**config.mk**
```make
export PLATFORM = sky130hd
export DESIGN_NAME = unified_mem_arbiter_flat
export DESIGN_NICKNAME = d
export VERILOG_FILES = /design/src/rtl/unified_mem_arbiter_if.sv /design/src/rtl/unified_mem_arbiter.sv /design/src/flat_wrapper.sv
export SDC_FILE = /design/constraint.sdc
export NUM_CORES = 1
export LEC_CHECK = 0
export ABC_CLOCK_PERIOD_IN_PS = 2200
export CELL_PAD_IN_SITES_DETAIL_PLACEMENT = 0
export CELL_PAD_IN_SITES_GLOBAL_PLACEMENT = 1
export CORE_MARGIN = 3
export CORE_UTILIZATION = 31
export CTS_CLUSTER_DIAMETER = 100
export DETAILED_ROUTE_END_ITERATION = 16
export HOLD_SLACK_MARGIN = 0.06
export PLACE_DENSITY = 0.79
export SYNTH_ARGS = -nofsm -noshare
export SYNTH_HDL_FRONTEND = slang
export SYNTH_SLANG_ARGS = --single-unit
export TNS_END_PERCENT = 1
```
**constraint.sdc**
```tcl
create_clock -name clk_i -period 2.2 [get_ports clk_i]
set_input_delay 0.44 -clock clk_i [delete_from_list [all_inputs] [get_ports clk_i]]
set_output_delay 0.44 -clock clk_i [all_outputs]
set_load 0.05 [all_outputs]
```
**src/rtl/unified_mem_arbiter_if.sv**
```systemverilog
// unified_mem_arbiter_if: fetch, data and memory handshake bundle for unified_mem_arbiter.
// The slave modport is the arbiter's view; master is the pipeline/memory side.
interface unified_mem_arbiter_if #(
  parameter int ADDR_W = 32,
  parameter int DATA_W = 32
);
  logic              if_req_i;
  logic [ADDR_W-1:0] if_addr_i;
  logic              if_ack_o;
  logic [DATA_W-1:0] if_rdata_o;
  logic              dm_req_i;
  logic              dm_we_i;
  logic [ADDR_W-1:0] dm_addr_i;
  logic [DATA_W-1:0] dm_wdata_i;
  logic              dm_ack_o;
  logic [DATA_W-1:0] dm_rdata_o;
  logic              mem_req_o;
  logic              mem_we_o;
  logic [ADDR_W-1:0] mem_addr_o;
  logic [DATA_W-1:0] mem_wdata_o;
  logic [DATA_W-1:0] mem_rdata_i;
  logic              mem_ack_i;
  logic              stall_o;
  modport slave (
    input  if_req_i, if_addr_i, dm_req_i, dm_we_i, dm_addr_i, dm_wdata_i, mem_rdata_i, mem_ack_i,
    output if_ack_o, if_rdata_o, dm_ack_o, dm_rdata_o, mem_req_o, mem_we_o, mem_addr_o, mem_wdata_o, stall_o
  );
  modport master (
    output if_req_i, if_addr_i, dm_req_i, dm_we_i, dm_addr_i, dm_wdata_i, mem_rdata_i, mem_ack_i,
    input  if_ack_o, if_rdata_o, dm_ack_o, dm_rdata_o, mem_req_o, mem_we_o, mem_addr_o, mem_wdata_o, stall_o
  );
endinterface

```
**src/rtl/unified_mem_arbiter.sv**
```systemverilog
// unified_mem_arbiter: shares one single-port memory between fetch and data requesters, data first.
// Define ARB_PERF_CNT_EN to add saturating per-requester wait-cycle counters.
module unified_mem_arbiter #(
  parameter int ADDR_W = 32,
  parameter int DATA_W = 32
) (
  input logic clk_i,
  input logic start_i,
  unified_mem_arbiter_if.slave bus
`ifdef ARB_PERF_CNT_EN
  ,
  output logic [31:0] if_wait_cnt_o,
  output logic [31:0] dm_wait_cnt_o
`endif
);
  typedef enum logic [1:0] {IDLE, IF_ACC, DM_ACC, RESP} state_t;
  state_t r_state, w_next;
  logic r_dm_own, r_we;
  logic [ADDR_W-1:0] r_addr;
  logic [DATA_W-1:0] r_wdata, r_if_rdata, r_dm_rdata;
  logic w_acc, w_owner_req, w_grant, w_cap;
  assign w_acc       = (r_state == IF_ACC) || (r_state == DM_ACC);
  assign w_owner_req = r_dm_own ? bus.dm_req_i : bus.if_req_i;
  assign w_grant     = (r_state == IDLE) && (bus.dm_req_i || bus.if_req_i);
  // a requester that dropped its request before completion keeps its old read data
  assign w_cap       = w_acc && bus.mem_ack_i && w_owner_req;
  always_comb begin
    w_next = r_state;
    case (r_state)
      IDLE:           w_next = bus.dm_req_i ? DM_ACC : bus.if_req_i ? IF_ACC : IDLE;
      IF_ACC, DM_ACC: w_next = bus.mem_ack_i ? RESP : r_state;
      default:        w_next = IDLE;
    endcase
  end
  always_ff @(posedge clk_i or negedge start_i) begin
    if (!start_i) begin
      r_state    <= IDLE;
      r_dm_own   <= 1'b0;
      r_we       <= 1'b0;
      r_addr     <= '0;
      r_wdata    <= '0;
      r_if_rdata <= '0;
      r_dm_rdata <= '0;
    end else begin
      r_state <= w_next;
      if (w_grant) begin
        r_dm_own <= bus.dm_req_i;
        r_we     <= bus.dm_req_i & bus.dm_we_i;
        r_addr   <= bus.dm_req_i ? bus.dm_addr_i : bus.if_addr_i;
        r_wdata  <= bus.dm_req_i ? bus.dm_wdata_i : r_wdata;
      end
      if (w_cap && r_dm_own && !r_we) r_dm_rdata <= bus.mem_rdata_i;
      if (w_cap && !r_dm_own) r_if_rdata <= bus.mem_rdata_i;
    end
  end
  assign bus.mem_req_o   = w_acc;
  assign bus.mem_we_o    = r_we;
  assign bus.mem_addr_o  = r_addr;
  assign bus.mem_wdata_o = r_wdata;
  assign bus.if_rdata_o  = r_if_rdata;
  assign bus.dm_rdata_o  = r_dm_rdata;
  assign bus.if_ack_o    = (r_state == RESP) && !r_dm_own && bus.if_req_i;
  assign bus.dm_ack_o    = (r_state == RESP) && r_dm_own && bus.dm_req_i;
  assign bus.stall_o     = (bus.if_req_i && !bus.if_ack_o) || (bus.dm_req_i && !bus.dm_ack_o);
`ifdef ARB_PERF_CNT_EN
  always_ff @(posedge clk_i or negedge start_i) begin
    if (!start_i) begin
      if_wait_cnt_o <= '0;
      dm_wait_cnt_o <= '0;
    end else begin
      if (bus.if_req_i && !bus.if_ack_o && ~&if_wait_cnt_o) if_wait_cnt_o <= if_wait_cnt_o + 32'd1;
      if (bus.dm_req_i && !bus.dm_ack_o && ~&dm_wait_cnt_o) dm_wait_cnt_o <= dm_wait_cnt_o + 32'd1;
    end
  end
`endif
endmodule

```
**src/flat_wrapper.sv**
```systemverilog
// flat-port wrapper written by rule: the top's interface ports become plain ports
module unified_mem_arbiter_flat 
#(
  parameter int ADDR_W = 32,
  parameter int DATA_W = 32
)
  (clk_i, start_i, bus_if_req_i, bus_if_addr_i, bus_dm_req_i, bus_dm_we_i, bus_dm_addr_i, bus_dm_wdata_i, bus_mem_rdata_i, bus_mem_ack_i, bus_if_ack_o, bus_if_rdata_o, bus_dm_ack_o, bus_dm_rdata_o, bus_mem_req_o, bus_mem_we_o, bus_mem_addr_o, bus_mem_wdata_o, bus_stall_o);
  unified_mem_arbiter_if #(.ADDR_W(ADDR_W), .DATA_W(DATA_W)) bus_i ();
  input logic clk_i;
  input logic start_i;
  input wire logic [$bits(bus_i.if_req_i)-1:0] bus_if_req_i;
  input wire logic [$bits(bus_i.if_addr_i)-1:0] bus_if_addr_i;
  input wire logic [$bits(bus_i.dm_req_i)-1:0] bus_dm_req_i;
  input wire logic [$bits(bus_i.dm_we_i)-1:0] bus_dm_we_i;
  input wire logic [$bits(bus_i.dm_addr_i)-1:0] bus_dm_addr_i;
  input wire logic [$bits(bus_i.dm_wdata_i)-1:0] bus_dm_wdata_i;
  input wire logic [$bits(bus_i.mem_rdata_i)-1:0] bus_mem_rdata_i;
  input wire logic [$bits(bus_i.mem_ack_i)-1:0] bus_mem_ack_i;
  output wire logic [$bits(bus_i.if_ack_o)-1:0] bus_if_ack_o;
  output wire logic [$bits(bus_i.if_rdata_o)-1:0] bus_if_rdata_o;
  output wire logic [$bits(bus_i.dm_ack_o)-1:0] bus_dm_ack_o;
  output wire logic [$bits(bus_i.dm_rdata_o)-1:0] bus_dm_rdata_o;
  output wire logic [$bits(bus_i.mem_req_o)-1:0] bus_mem_req_o;
  output wire logic [$bits(bus_i.mem_we_o)-1:0] bus_mem_we_o;
  output wire logic [$bits(bus_i.mem_addr_o)-1:0] bus_mem_addr_o;
  output wire logic [$bits(bus_i.mem_wdata_o)-1:0] bus_mem_wdata_o;
  output wire logic [$bits(bus_i.stall_o)-1:0] bus_stall_o;
  assign bus_i.if_req_i = bus_if_req_i;
  assign bus_i.if_addr_i = bus_if_addr_i;
  assign bus_i.dm_req_i = bus_dm_req_i;
  assign bus_i.dm_we_i = bus_dm_we_i;
  assign bus_i.dm_addr_i = bus_dm_addr_i;
  assign bus_i.dm_wdata_i = bus_dm_wdata_i;
  assign bus_i.mem_rdata_i = bus_mem_rdata_i;
  assign bus_i.mem_ack_i = bus_mem_ack_i;
  assign bus_if_ack_o = bus_i.if_ack_o;
  assign bus_if_rdata_o = bus_i.if_rdata_o;
  assign bus_dm_ack_o = bus_i.dm_ack_o;
  assign bus_dm_rdata_o = bus_i.dm_rdata_o;
  assign bus_mem_req_o = bus_i.mem_req_o;
  assign bus_mem_we_o = bus_i.mem_we_o;
  assign bus_mem_addr_o = bus_i.mem_addr_o;
  assign bus_mem_wdata_o = bus_i.mem_wdata_o;
  assign bus_stall_o = bus_i.stall_o;
  unified_mem_arbiter #(.ADDR_W(ADDR_W), .DATA_W(DATA_W)) u_core (.clk_i(clk_i), .start_i(start_i), .bus(bus_i));
endmodule
```
==> flow_summary.json <==
{
  "outcome": "complete, no violations",
  "synth_fp_nets": 507,
  "power_density_nw_per_um2": 1820,
  "syn_area_um2": 5420,
  "cts_made_buffers": 17,
  "start_util_pct": 32.2,
  "ant_nets": 0,
  "max-vdd-ir-drop_mv": 0.888,
  "viasPerCell": 4.51,
  "dp_hpwl_mm": 11.0,
  "slowest_delay_ns": 0.85,
  "fin_util_pct": 53.0,
  "cts-root-buf": "clkbuf_16",
  "syn_inst": 371,
  "path_max_fanout": 3,
  "setup_tns_ns": 0,
  "crit_slowest_cell": "clkdlybuf4s50_1",
  "rsz0062_at_grt": "no",
  "firstDrtPassIters": 4,
  "syn_area_per_cell_um2": 14.6,
  "yosysWarnings": 0,
  "period_share_pct": 93.6,
  "grt_pass1_vias": 4302,
  "end_kind": "primary output",
  "cts.clk_slew.worst_paths_ns": 0.06,
  "cp.required_ns": 1.76,
  "num_rows": 47,
  "portBuffers": 266,
  "crit_family": "buffers and inverters",
  "antennaDiodeCount": 0,
  "hold_buffers": 0,
  "cts_tree": "yes",
  "drtIter0Drc": 83,
  "yosysMostFrequentCell": "dfrtp_1",
  "leakage_nw": 3.92,
  "wire_per_inst_um": 16.7,
  "synth-edff-count": 0,
  "arrival_ns": 1.62,
  "relSlewSlack_pct": 53.1,
  "yosysUniqueCellTypes": 25,
  "crit_path_start": "u_core.bus.mem_we_o",
  "synthToLayoutAreaGrowth_pct": 64.4,
  "yosysTopAreaCell": "dfrtp_1",
  "crit_chain": "clkdlybuf4s50_1",
  "synth_common_cells": "dfrtp_1, mux2_2, nand2_1, o21ai_0, mux2i_1",
  "crit_path_start_kind": "register",
  "ctsHtreeMaxLevel": 4,
  "ys_ff_latch": 132,
  "drive_gt1_share_pct": 22.0,
  "fillers": 1449,
  "finalHoldViolCount": 0,
  "gr-total-overflow": 0,
  "die_area_um2": 19100,
  "tightest_slew_ns": 0.703,
  "synth_top_area_share_pct": 61.0,
  "crit_type": "reg -> out",
  "setup_viol": 0,
  "antenna_found_initial": 0,
  "timing.fmax_mhz": 486,
  "place_congestion": 0.747,
  "clock_skew_ns": 0.00940,
  "async_flop_share_pct": 100,
  "drv_slew": 0,
  "nNetsFinal": 779,
  "vias": 3954,
  "synthFlopType": "dfrtp_1",
  "track_usage_pct": 15.3,
  "wl_mm": 14.7,
  "ys_seq_area_share_pct": 61.0,
  "hold_path.class": "in -> async",
  "holdWs_ns": 0.134,
  "ys_top_cells_by_area": "dfrtp_1, mux2_2, mux2_4",
  "cp.buffers_inverters": 1,
  "cts_sinks": 132,
  "die_h_um": 138,
  "drc": 0,
  "clock_latency_ns": 0.40,
  "fp.dieW_um": 138,
  "maxCapViolCount": 0,
  "rr_startpoint": "u_core.r_state[0]",
  "cts.path.max_buffers": 2,
  "core_um2": 16800,
  "grt_max_degree": 133,
  "ioPinCount": 267,
  "grt_pass1_wl_mm": 23.6,
  "period_minus_slack_ns": 2.06
}
==> layout by cell type, fill, tap and decap left out, types with 2 or more instances in the layout <==
cell type        Yosys  layout
nand2_1             35      35
clkinv_4             0       5
inv_1                3       3
clkbuf_16            0      17
mux2i_1             32      32
clkinv_2             0       2
clkdlybuf4s50_1      0     260
o21ai_0             35      34
nor2b_1              3       3
buf_12               3       6
nand2b_1             2       2
mux2_4              30      30
mux2_2              66      66
buf_4                1       7
clkbuf_8             0       2
clkbuf_1             3       3
dfrtp_1            132     132
==> metrics by stage <==
stage                     cells  power [W]  setup slack [ns]  cell area, µm²
after floorplan             371     0.0104            0.0594            5420
after detailed placement    844     0.0137             0.174            8340
final                       876     0.0162             0.142            8910
after global placement      844     0.0135             0.196            8340
after CTS                   876     0.0164            0.0342            8900
after global routing        876     0.0170            0.0632            8910
==> path summary, 6_finish.rpt <==
kind,to,cells past startpoint,slack [ns]
max,bus_mem_we_o,1,0.14
min,u_core.bus.dm_rdata_o[12],2,0.13
max reg2reg,u_core.bus.dm_rdata_o[27],6,0.28
min reg2reg,u_core.bus.mem_addr_o[18],2,0.48
max in group asynchronous,u_core.bus.mem_wdata_o[1],2,1.53
min in group clk_i,u_core.bus.mem_addr_o[18],2,0.48
==> layout make-up <==
class / count / area, µm² / area share (%)
clock inverter: 10 / 100 / 1.12
multi-input combinational: 215 / 1970 / 22.2
sequential: 132 / 3300 / 37.1
timing repair buffer: 274 / 2780 / 31.2
inverter: 3 / 11.3 / 0.126
tap: 220 / 275 / 3.09
clock buffer: 22 / 464 / 5.21
==> registers in the layout, indices dropped and copies added (netlist names) <==
name / count
u_core.bus.mem_addr_o: 32
u_core.r_state: 2
u_core.bus.mem_wdata_o: 32
u_core.bus.dm_rdata_o: 32
u_core.bus.if_rdata_o: 32
u_core.r_dm_own: 1
u_core.bus.mem_we_o: 1
==> routing by layer <==
layer / track usage (%) / vias up / share of wire, %
met4: 4.21 / 0 / 0.84
met3: 5.66 / 11 / 7.5
li1: - / 1839 / -
met5: 0 / - / 0
met1: 18.6 / 1939 / 41
met2: 25.6 / 165 / 51
==> cell families (layout without fill, tap and decap cells) <==
family,Yosys count,count (layout),share of synthesized area [%]
AOI/OAI and AO/OA,40,40,3.93
muxes,128,128,27.9
adders and majority gates,2,2,0.462
buffers and inverters,24,309,3.07
DFF,132,132,61.0
and+or+nand+nor,45,45,3.65
==> report_power, final <==
group,internal [W],switching [W]
sequential,0.00365,0.000680
combinational,0.00343,0.00582
clock,0.00162,0.00103
total,0.00870,0.00753
==> repair_timing <==
item	4_1_cts	5_1_grt
buffers inserted	0	0
setup endpoints to repair	0	1
gates resized for setup	0	2
hold endpoints to repair	0	0
(Power assumes the default switching activity.)
